`src/rtl/vga_timing_gen.sv`:
```
`default_nettype none
// ============================================================================
//  Module   : vga_timing_gen
//  Purpose  : Parametrised VGA raster timing generator. Divides clk down to a
//             one-cycle pixel strobe and runs the horizontal/vertical counters,
//             sync pulses, visible flag, line/frame/vblank strobes and a
//             wrapping frame counter. Defaults give 800x600@60 from 120 MHz.
//  Ports    :
//    clk          in   system clock
//    nrst         in   asynchronous active-low reset (loads the park state)
//    en           in   run enable; low parks the generator on the next edge
//    pix_en       out  one-clk strobe on the first cycle of each pixel
//    hcount       out  current column, 0..H_TOTAL-1
//    vcount       out  current line, 0..V_TOTAL-1
//    hsync        out  horizontal sync, active level H_SYNC_POL
//    vsync        out  vertical sync, active level V_SYNC_POL
//    visible      out  pixel lies inside the visible area
//    line_start   out  strobe when hcount becomes 0
//    frame_start  out  strobe when (hcount,vcount) becomes (0,0)
//    vblank_start out  strobe when (hcount,vcount) becomes (0,V_VISIBLE)
//    frame_count  out  frames started since reset, wraps mod 2^FCW
//  Revision : 1.0  initial release
// ============================================================================
module vga_timing_gen #(
    parameter int CLK_DIV    = 3,
    parameter int CW         = 11,
    parameter int FCW        = 8,
    parameter int H_VISIBLE  = 800,
    parameter int H_FRONT    = 40,
    parameter int H_SYNC     = 128,
    parameter int H_BACK     = 88,
    parameter int V_VISIBLE  = 600,
    parameter int V_FRONT    = 1,
    parameter int V_SYNC     = 4,
    parameter int V_BACK     = 23,
    parameter bit H_SYNC_POL = 1'b1,
    parameter bit V_SYNC_POL = 1'b1
) (
    input  logic           clk,
    input  logic           nrst,
    input  logic           en,
    output logic           pix_en,
    output logic [CW-1:0]  hcount,
    output logic [CW-1:0]  vcount,
    output logic           hsync,
    output logic           vsync,
    output logic           visible,
    output logic           line_start,
    output logic           frame_start,
    output logic           vblank_start,
    output logic [FCW-1:0] frame_count
);

    localparam int H_TOTAL = H_VISIBLE + H_FRONT + H_SYNC + H_BACK;
    localparam int V_TOTAL = V_VISIBLE + V_FRONT + V_SYNC + V_BACK;
    // A one-cycle divider still needs a 1-bit tick register to stay legal.
    localparam int TW      = (CLK_DIV > 1) ? $clog2(CLK_DIV) : 1;

    localparam logic [TW-1:0] C_TICK_LAST = TW'(CLK_DIV - 1);
    localparam logic [CW-1:0] C_H_LAST    = CW'(H_TOTAL - 1);
    localparam logic [CW-1:0] C_V_LAST    = CW'(V_TOTAL - 1);
    localparam logic [CW-1:0] C_H_VIS     = CW'(H_VISIBLE);
    localparam logic [CW-1:0] C_V_VIS     = CW'(V_VISIBLE);
    localparam logic [CW-1:0] C_HS_FIRST  = CW'(H_VISIBLE + H_FRONT);
    localparam logic [CW-1:0] C_HS_LAST   = CW'(H_VISIBLE + H_FRONT + H_SYNC - 1);
    localparam logic [CW-1:0] C_VS_FIRST  = CW'(V_VISIBLE + V_FRONT);
    localparam logic [CW-1:0] C_VS_LAST   = CW'(V_VISIBLE + V_FRONT + V_SYNC - 1);

    logic [TW-1:0] r_tick;

    logic          w_adv;
    logic          w_hwrap;
    logic [TW-1:0] w_tick_nxt;
    logic [CW-1:0] w_h_nxt;
    logic [CW-1:0] w_v_nxt;
    logic          w_line_start;
    logic          w_frame_start;
    logic          w_vblank_start;
    logic          w_hsync_act;
    logic          w_vsync_act;
    logic          w_visible;

    // Next-state computation. Parking (en low) forces the counters to their
    // last values with the tick at its wrap point, so the first enabled edge
    // afterwards advances straight into (0,0) and starts a fresh frame.
    always_comb begin
        w_adv      = en && (r_tick == C_TICK_LAST);
        w_hwrap    = w_adv && (hcount == C_H_LAST);
        w_tick_nxt = C_TICK_LAST;
        w_h_nxt    = C_H_LAST;
        w_v_nxt    = C_V_LAST;

        if (en) begin
            w_tick_nxt = (r_tick == C_TICK_LAST) ? '0 : r_tick + TW'(1);

            w_h_nxt = hcount;
            if (w_adv) begin
                w_h_nxt = (hcount == C_H_LAST) ? '0 : hcount + CW'(1);
            end

            w_v_nxt = vcount;
            if (w_hwrap) begin
                w_v_nxt = (vcount == C_V_LAST) ? '0 : vcount + CW'(1);
            end
        end
    end

    // Decodes are taken from the next counter values so every registered
    // output lines up with the hcount/vcount it describes.
    always_comb begin
        w_line_start   = w_adv && (w_h_nxt == '0);
        w_frame_start  = w_line_start && (w_v_nxt == '0);
        w_vblank_start = w_line_start && (w_v_nxt == C_V_VIS);
        w_hsync_act    = en && (w_h_nxt >= C_HS_FIRST) && (w_h_nxt <= C_HS_LAST);
        w_vsync_act    = en && (w_v_nxt >= C_VS_FIRST) && (w_v_nxt <= C_VS_LAST);
        w_visible      = en && (w_h_nxt < C_H_VIS) && (w_v_nxt < C_V_VIS);
    end

    always_ff @(posedge clk or negedge nrst) begin
        if (!nrst) begin
            r_tick       <= C_TICK_LAST;
            hcount       <= C_H_LAST;
            vcount       <= C_V_LAST;
            pix_en       <= 1'b0;
            hsync        <= !H_SYNC_POL;
            vsync        <= !V_SYNC_POL;
            visible      <= 1'b0;
            line_start   <= 1'b0;
            frame_start  <= 1'b0;
            vblank_start <= 1'b0;
            frame_count  <= '0;
        end else begin
            r_tick       <= w_tick_nxt;
            hcount       <= w_h_nxt;
            vcount       <= w_v_nxt;
            pix_en       <= w_adv;
            hsync        <= w_hsync_act ? H_SYNC_POL : !H_SYNC_POL;
            vsync        <= w_vsync_act ? V_SYNC_POL : !V_SYNC_POL;
            visible      <= w_visible;
            line_start   <= w_line_start;
            frame_start  <= w_frame_start;
            vblank_start <= w_vblank_start;
            if (w_frame_start) begin
                frame_count <= frame_count + FCW'(1);
            end
        end
    end

endmodule
`default_nettype wire

```
`config.mk`:
```
export PLATFORM = sky130hd
export DESIGN_NAME = vga_timing_gen
export DESIGN_NICKNAME = d
export VERILOG_FILES = /design/src/rtl/vga_timing_gen.sv
export SDC_FILE = /design/constraint.sdc
export NUM_CORES = 1
export LEC_CHECK = 0
export BUFFER_PORTS_ARGS = -buffer_cell sky130_fd_sc_hd__buf_4
export CAP_MARGIN = 15
export CORE_MARGIN = 2
export CORE_UTILIZATION = 40
export DETAILED_ROUTE_END_ITERATION = 7
export PLACE_DENSITY = 0.69
export SLEW_MARGIN = 25
export SYNTH_ARGS = -nofsm -noshare
export SYNTH_HDL_FRONTEND = slang
export SYNTH_SLANG_ARGS = --single-unit
```
`constraint.sdc`:
```
create_clock -name clk -period 6.2 [get_ports clk]
set_input_delay 1.24 -clock clk [delete_from_list [all_inputs] [get_ports clk]]
set_output_delay 1.24 -clock clk [all_outputs]
set_load 0.02 [all_outputs]
```
**Yosys cells after proc, flatten, opt, wreduce, memory -nomap -nowiden**

Index checks and enable logic that the tools add are counted.

- Add/sub/neg operators: 4
- Multipliers: 0
- Divide/modulo/power cells: 0
- $lt $le $gt $ge: 6
- Equal/unequal tests: 4
- Shifts and indexed selects: 0
- Mux-type cells: 10
- Bitwise logic cells: 0
- Reduce and logical (&&, ||, !) cells: 13

Operators by type and width:

| operator | count |
|---|---|
| 2-to-1 mux 11 bit | 6 |
| adder 11 x 1 -> 11 bit, second input constant | 2 |
| equality test 11 x 10 -> 1 bit, second input constant | 2 |
| >= comparator 11 x 10 -> 1 bit, second input constant | 2 |
| less-or-equal comparator 11 x 10 -> 1 bit, second input constant | 2 |
| zero test 11 bit | 2 |
| < comparator 11 x 10 -> 1 bit, second input constant | 2 |
| equality test 11 bit, second input constant | 1 |
| logical AND 1 bit | 11 |
| adder 8 x 1 -> 8 bit, second input constant | 1 |
| 2-to-1 mux 2 bit | 2 |
| adder 2 x 1 -> 2 bit, second input constant | 1 |
| equality test 2 bit, second input constant | 1 |
| 2-to-1 mux 1 bit | 2 |

- Bits in registers: 39
- Latch bits: 0
- Bits in writable memories: 0
- Bits in read-only memories: 0
- Bits of input ports: 3
- Output and inout bits: 37
- Word-level logic and storage cells: 48
- Memories kept: 0

**Logic depth before layout (Yosys ltp)**

Gate-level depths: netlist of run 1.

- Depth after elaboration: 9
- Gate-level depth with buffers: 10
- Depth with buffers taken out: 8

**Least setup slack after synthesis of run 1**

Ideal clock, no wire load.

- Kind: register to register
- Start point: reg vcount[0]
- End point: reg frame_count[1]
- Setup time: 125 ps
- Data arrival time: 3173 ps
- Data required time: 6075 ps
- Setup slack: 2902 ps
- Stages on the path, launching flop included: 11
- Buffers on the path: 2
- Period minus slack after synthesis: 3298 ps
- Cell sequence: dfstp_2 > ha_1 > or4b_1 > or4_4 > buf_6 > a21o_1 > a211o_1 > and4b_1 > buf_6 > nand4_4 > mux2_4

- Word-level cells in the longest chain between the ends: 6
- Elaborated cells on any way between the ends: 7
- Classes of those cells: add/sub (1); eq/ne (1); mux (3); reduce/logical (2)

Ends and longest elaborated chain:

| item | line | RTL |
|---|---|---|
| start, declared | 44 | `output logic [CW-1:0] vcount,` |
| start signal, assigned | 135 | `vcount <= w_v_nxt;` |
| adder 11 x 1 -> 11 bit or equality test 11 x 10 -> 1 bit (tied branches) | 103 | `w_v_nxt = (vcount == C_V_LAST) ? '0 : vcount + CW'(1);` |
| 2-to-1 mux 11 bit (*) | 103 |  |
| 2-to-1 mux 11 bit (*) | 102 | `if (w_hwrap) begin` |
| 2-to-1 mux 11 bit (*) | 93 | `if (en) begin` |
| net w_v_nxt[4] | 75 | `logic [CW-1:0] w_v_nxt;` |
| zero test 11 bit (*) | 112 | `w_frame_start = w_line_start && (w_v_nxt == '0);` |
| logical AND 1 bit (*) | 112 |  |
| end signal, assigned | 144 | `frame_count <= frame_count + FCW'(1);` |
| end, declared | 51 | `output logic [FCW-1:0] frame_count` |

Mark *: on every way through the listed nets, which the timed path passes. The rest lies on a longest branch.
A chain may end at the register's enable or synchronous reset.

**Final worst setup path of run 1**

- Start point: in en
- End point: reg frame_count[1]

- Word-level cells in the longest chain between the ends: 6
- Elaborated cells on any way between the ends: 10
- Classes of those cells: mux (4); reduce/logical (6)

Ends and longest elaborated chain:

| item | line | RTL |
|---|---|---|
| start, declared | 41 | `input logic en,` |
| logical AND 1 bit | 87 | `w_adv = en && (r_tick == C_TICK_LAST);` |
| logical AND 1 bit | 88 | `w_hwrap = w_adv && (hcount == C_H_LAST);` |
| 2-to-1 mux 11 bit | 102 |  |
| 2-to-1 mux 11 bit (*) | 93 |  |
| net w_v_nxt[4] | 75 |  |
| zero test 11 bit (*) | 112 |  |
| logical AND 1 bit (*) | 112 |  |

Marks and branches as above.

==> metrics.txt, run 1 <==
worst-path fanout max 23; maximum number of pins on one net before global-route repair 40; Final Wtd Congestion 0.890; Root Buffer clkbuf_8; Post-Syn Nets 248; Power Density 280 mW/mm²; most frequent cell after synthesis dfrtp_1; Max Slew Vio Count 0; Final Critical Period 3.76 ns; DRC 0; Pwr Total 763 µW; Vias/cell 5.99; cells along the critical path buf_4 > and3b_1 > nand4_1 > a21o_1 > a211o_1 > and4b_1 > nand4_4 > mux2_4; Synth area leaders dfrtp_1, dfstp_2, xnor2_1; Distinct cells, synth 51; Peak Freq 0.266 GHz; area leader, netlist dfrtp_1; H-tree depth 2; Total Nets Final 285; top cell types by occurrence after synthesis dfrtp_1, nand3_1, o21ai_0; Overflow after GRT 0; TritonRoute pass-1 iters 4; worst setup margin 2.44 ns; Max VDD drop 0.134 mV; synthesized area 0.00231 mm²; Die H 79.9 µm; RSZ-0062 raised after global routing no; Async S/R FF share, synth 1.00; EDFF count, synth 0; Synth Instances 242; antenna viol nets, final 0; Synth-to-Final Area Change 18.1%; crit path max-delay cell type nand4_1; sequential fraction of the synthesis area 0.430; Num CTS Buffers 5; Die W 79.9 µm; initial antenna violation count 0; setup repair bufs after CTS 0; Vias 2,110; family with the most delay on the worst path simple AND/OR/NAND/NOR gates; CP bufs+invs 1; total detailed-routing wirelength 5820 µm; Core ar. 0.00554 mm²; Max Cap Viol 0; number of global-route vias before repair 1,911; PostCTS Resize Cnt 0; R2R Path Start vcount[0]$_DFF_PN1_; # IOs 40; Setup crit end kind flip-flop; clk buf depth 2; ys flop type dfrtp_1; clock skew 0.00732 ns; fill count 542; wire per inst 16.5 µm; worst endpoint required time 6.38 ns; Die Footprint 0.00639 mm²; Worst Hold Launch frame_count[7]$_DFFE_PN0P_; Leakage 1.23 nW; worst slack, placed 2.19 ns; Worst-Skew Late Latency 0.30 ns; period utilization 0.606; final hold violation count 0; Ant. Diodes 0; Rel. slew slack 0.470; DP HPWL 4050 µm; Site Rows 27; worst hold-check path type flip-flop to flip-flop; Final setup viols 0; Mapped Avg Cell Area 9.53 µm²; clock slew at reported path FFs 0.07 ns; Crit. Startpoint en; status complete, no violations; Sum Neg Setup Slack 0 ns; hold buffers post-CTS 0; initial DRC count 215; Initial Utilization 0.416; Synth top area share 0.282; synth warn 0; TritonCTS clock tree built; crit path DAT 3.94 ns; share of cells above drive strength 1 0.250; Worst Max-Slew Pin Slew 0.792 ns; # port buffers 39; Startpoint Class input pin; global-route wire length before repair 9610 µm; crit-path max cell delay 0.62 ns; CTS Sinks 39; total track usage 0.190; Crit Path Class input pin to flip-flop; Yosys reg bits 39
==> worst paths after layout <==
kind                                                   end  slack [ns]  cells past startpoint
worst max-delay path            frame_count[1]$_DFFE_PN0P_        2.44                      8
worst min-delay path            frame_count[7]$_DFFE_PN0P_        0.48                      1
worst max register to register  frame_count[1]$_DFFE_PN0P_        2.52                      8
worst min register to register  frame_count[7]$_DFFE_PN0P_        0.48                      1
max in group asynchronous             hcount[10]$_DFF_PN1_        4.92                      1
min in group asynchronous             vcount[10]$_DFF_PN0_        0.91                      1
==> cell families after synthesis <==
kind of cell    share of synthesized area
compound gates                      0.144
flops                               0.430
simple gates                        0.308
mux                                0.0109
fa+ha+maj                          0.0163
xor+xnor                           0.0532
buf+inv                            0.0380
==> metrics by stage <==
| stage | hold slack (ns) | utilization | std cells | area, µm² |
|---|---|---|---|---|
| finish | 0.476 | 0.492 | 352 | 2720 |
| global route | 0.530 | 0.492 | 352 | 2720 |
| CTS | 0.483 | 0.492 | 352 | 2720 |
| detailed placement | 0.468 | 0.476 | 344 | 2640 |
| global placement | 0.465 | 0.476 | 344 | 2640 |
| floorplan | 0.495 | - | 242 | 2310 |
==> registers in the layout, indices dropped and copies added, names as in the netlist <==
signal / flops
vsync: 1
pix_en: 1
frame_count: 8
hsync: 1
vcount: 11
hcount: 11
vblank_start: 1
line_start: 1
frame_start: 1
r_tick: 2
visible: 1
==> report_power, final <==
group / switching [mW] / internal, mW / leakage, nW / total [mW]
Sequential: 0.0421 / 0.290 / 0.498 / 0.332
Combinational: 0.159 / 0.101 / 0.690 / 0.261
Clock: 0.0917 / 0.0786 / 0.0412 / 0.170
Total: 0.293 / 0.470 / 1.23 / 0.763
==> cells in the final DEF (no fill, tap or decap), types with 2 or more instances in the layout <==
cell type,synthesis,routed
nand2_1,10,10
dfstp_2,13,13
or3b_2,2,2
nand2b_1,4,4
o21bai_1,2,2
o21a_1,3,3
o31a_1,3,3
nand4_1,10,10
nand3_1,18,18
a211oi_1,2,2
xnor2_1,14,14
o211ai_1,6,6
a21o_1,2,2
and3_1,11,11
ha_1,3,3
nor4bb_1,2,2
inv_1,10,10
buf_4,0,39
nand3b_1,2,2
nor4_1,8,8
a211o_1,2,2
o21ai_0,16,16
clkbuf_8,0,5
and4b_1,4,4
and4_1,3,3
nor2_1,14,14
nor3_1,11,11
dfrtp_1,26,26
nand4b_1,2,2
a21oi_1,10,10
==> metal layers <==
layer  routed length [µm]  vias up  GRT usage
met1                 2650     1023      0.278
met5                    0        -          0
li1                     -      992          -
met2                 2700       90      0.286
met4                   59        0     0.0559
met3                  405        5     0.0351
==> cell type report <==
class / instances / area (µm²) / area share
flip-flops and latches: 39 / 992 / 0.364
multi-input cells: 184 / 1230 / 0.450
inverters: 10 / 37.5 / 0.0138
clock buffers: 6 / 72.6 / 0.0266
well taps: 72 / 90.1 / 0.0331
repair buffers: 39 / 293 / 0.107
clock inverters: 2 / 12.5 / 0.00459
Note: power is estimated with default switching activity, not from simulation.
==> inputs of run 2 (changes only) <==
Clock period 6.2 ns to 3.7 ns, I/O delays scaled along.
==> metrics.txt, run 2 (synthesis results as in run 1) <==
Die W 79.9 µm (unchanged); Hold WS 0.402 ns (-0.0736 ns); Final Critical Period 3.38 ns; Num CTS Buffers 5 (unchanged); Startpoint Class flip-flop; met1 wire length 2720 µm (+2.6%); total track usage 0.190 (-0.000479); Post-Layout Cell Count 358 (+1.7%); H-tree depth 2 (unchanged); status complete, no violations; worst endpoint required time 3.88 ns (-2.50 ns); CTS Sinks 39 (unchanged); Peak Freq 0.296 GHz; TritonCTS clock tree built; crit path max-delay cell type nor4_4; share of cells above drive strength 1 0.262 (+0.0122); fill count 549 (+1.3%); max layer used met4; total detailed-routing wirelength 5660 µm (-2.7%); clk buf depth 2 (unchanged); Sw Pwr 480 µW (+64%); clock skew 0.0122 ns (+0.00493 ns); # IOs 40 (unchanged); Root Buffer clkbuf_8; Initial Utilization 0.416 (unchanged); Ant. Diodes 0 (unchanged); Pwr Total 1.29 mW (+69%); crit-path max cell delay 0.61 ns (about the same); Die H 79.9 µm (unchanged); number of global-route vias before repair 1,874 (-1.9%); global-route wire length before repair 9490 µm (-1.2%); Power Density 465 mW/mm² (+66%); Core ar. 0.00554 mm² (unchanged); clock slew at reported path FFs 0.08 ns (about the same); Worst-Skew Late Latency 0.29 ns (about the same); Largest regs hcount x11, vcount x11, frame_count x8; Worst Max-Slew Pin Slew 0.555 ns (-0.237 ns); # port buffers 39 (unchanged); Sum Neg Setup Slack 0 ns (unchanged); Max Slew Vio Count 0 (unchanged); Setup crit end kind flip-flop; Crit Path Class flip-flop to flip-flop; Reg area 992 µm² (unchanged); met3 wire len 301 µm (-26%); Vias 2,022 (-4.2%); cell-internal power 806 µW (+72%); Leakage 1.26 nW (+2.3%); Final setup viols 0 (unchanged); Flop pwr share 0.431 (-0.004); # placed instances 350 (+1.7%); met2 WL post-DR 2590 µm (-4.0%); Net Sw Frac 0.373 (-0.0107); worst hold-check path type input pin to async pin; commonest non-fill, non-tap cell in the layout buf_4; Die Footprint 0.00639 mm² (unchanged); Final Wtd Congestion 0.877 (-1.5%); setup repair bufs after CTS 0 (unchanged); Logic pwr share 0.349 (+0.007); worst-path fanout max 9 (-61%); DRC 0 (unchanged); crit path DAT 3.56 ns (-0.38 ns); period utilization 0.913; Vias/cell 5.65 (-5.8%); Total Nets Final 291 (+2.1%); fin util 0.499 (+0.00745); hold buffers post-CTS 0 (unchanged); cells along the critical path ha_1 > or4b_1 > or4_4 > nand3_1 > o211ai_1 > nor4_4 > nand4_4 > mux2_4; initial antenna violation count 0 (unchanged); final hold violation count 0 (unchanged); Site Rows 27 (unchanged); Rel. slew slack 0.627 (+0.157); antenna viol nets, final 0 (unchanged); Max Cap Viol 0 (unchanged); PostCTS Resize Cnt 0 (unchanged); maximum number of pins on one net before global-route repair 40 (unchanged); most frequent cells in the layout buf_4, dfrtp_1, nand3_1; DP HPWL 4120 µm (+1.8%); wire per inst 15.8 µm (-4.3%); multi-input logic area 0.00123 mm² (unchanged); Clock Power Share 0.220 (-0.003); Synth-to-Final Area Change 19.9%; RSZ-0062 raised after global routing no; Overflow after GRT 0 (unchanged); Max VDD drop 0.211 mV (+57%); TritonRoute pass-1 iters 4 (unchanged); initial DRC count 211 (-1.9%)
run 2: changes by cell type in the layout (fill, tap and decap cells not counted), sizes merged:
cell / previous run / this run
clkinvlp: 1 / 0
clkbuf: 6 / 7
buf: 39 / 45
run 2: area by class of cell:
type,instances,share of cell area
Inverter,10,0.0136
Clock buffer,7,0.0276
Clock inverter,1,0.00181
Timing Repair Buffer,45,0.122
Sequential cell,39,0.359
Tap cell,72,0.0326
Multi-Input combinational cell,184,0.443
run 2: path summary, 6_finish.rpt:
check	startpoint	to	slack, ns	cells past startpoint
worst max-delay path	vcount[0]$_DFF_PN1_	frame_count[1]$_DFFE_PN0P_	0.32	8
worst min-delay path	nrst	frame_start$_DFF_PN0_	0.40	1
worst max register to register	vcount[0]$_DFF_PN1_	frame_count[1]$_DFFE_PN0P_	0.32	8
worst min register to register	frame_count[7]$_DFFE_PN0P_	frame_count[7]$_DFFE_PN0P_	0.47	1
max in group asynchronous	nrst	vcount[0]$_DFF_PN1_	2.93	1
min in group clk	frame_count[7]$_DFFE_PN0P_	frame_count[7]$_DFFE_PN0P_	0.47	1
run 2: worst max-delay path: cells and delay by family, from the launching register on:
family | cells | cell delay, ns
compound gates | 1 | 0.21
fa+ha+maj | 1 | 0.22
flops | 1 | 0.58
mux | 1 | 0.33
simple gates | 5 | 1.94
run 2: stage by stage:
step	setup slack, ns	instance area, µm²
floorplan	0.402	2310
global placement	0.413	2680
detailed placement	0.324	2680
CTS	0.318	2770
global route	0.147	2770
finish	0.321	2770
run 2: routing by layer:
| metal | up-vias | track usage |
|---|---|---|
| met5 | - | 0 |
| met3 | 6 | 0.0407 |
| met1 | 964 | 0.275 |
| met2 | 54 | 0.288 |
| li1 | 998 | - |
| met4 | 0 | 0.0458 |
run 2: power by group through the flow:
stage	Clock, mW	Combinational [mW]	Sequential (mW)
2_1_floorplan	0	0.289	0.582
3_3_place_gp	0	0.447	0.560
3_5_place_dp	0	0.447	0.561
4_1_cts	0.289	0.449	0.553
5_1_grt	0.306	0.495	0.565
6_report	0.282	0.449	0.555
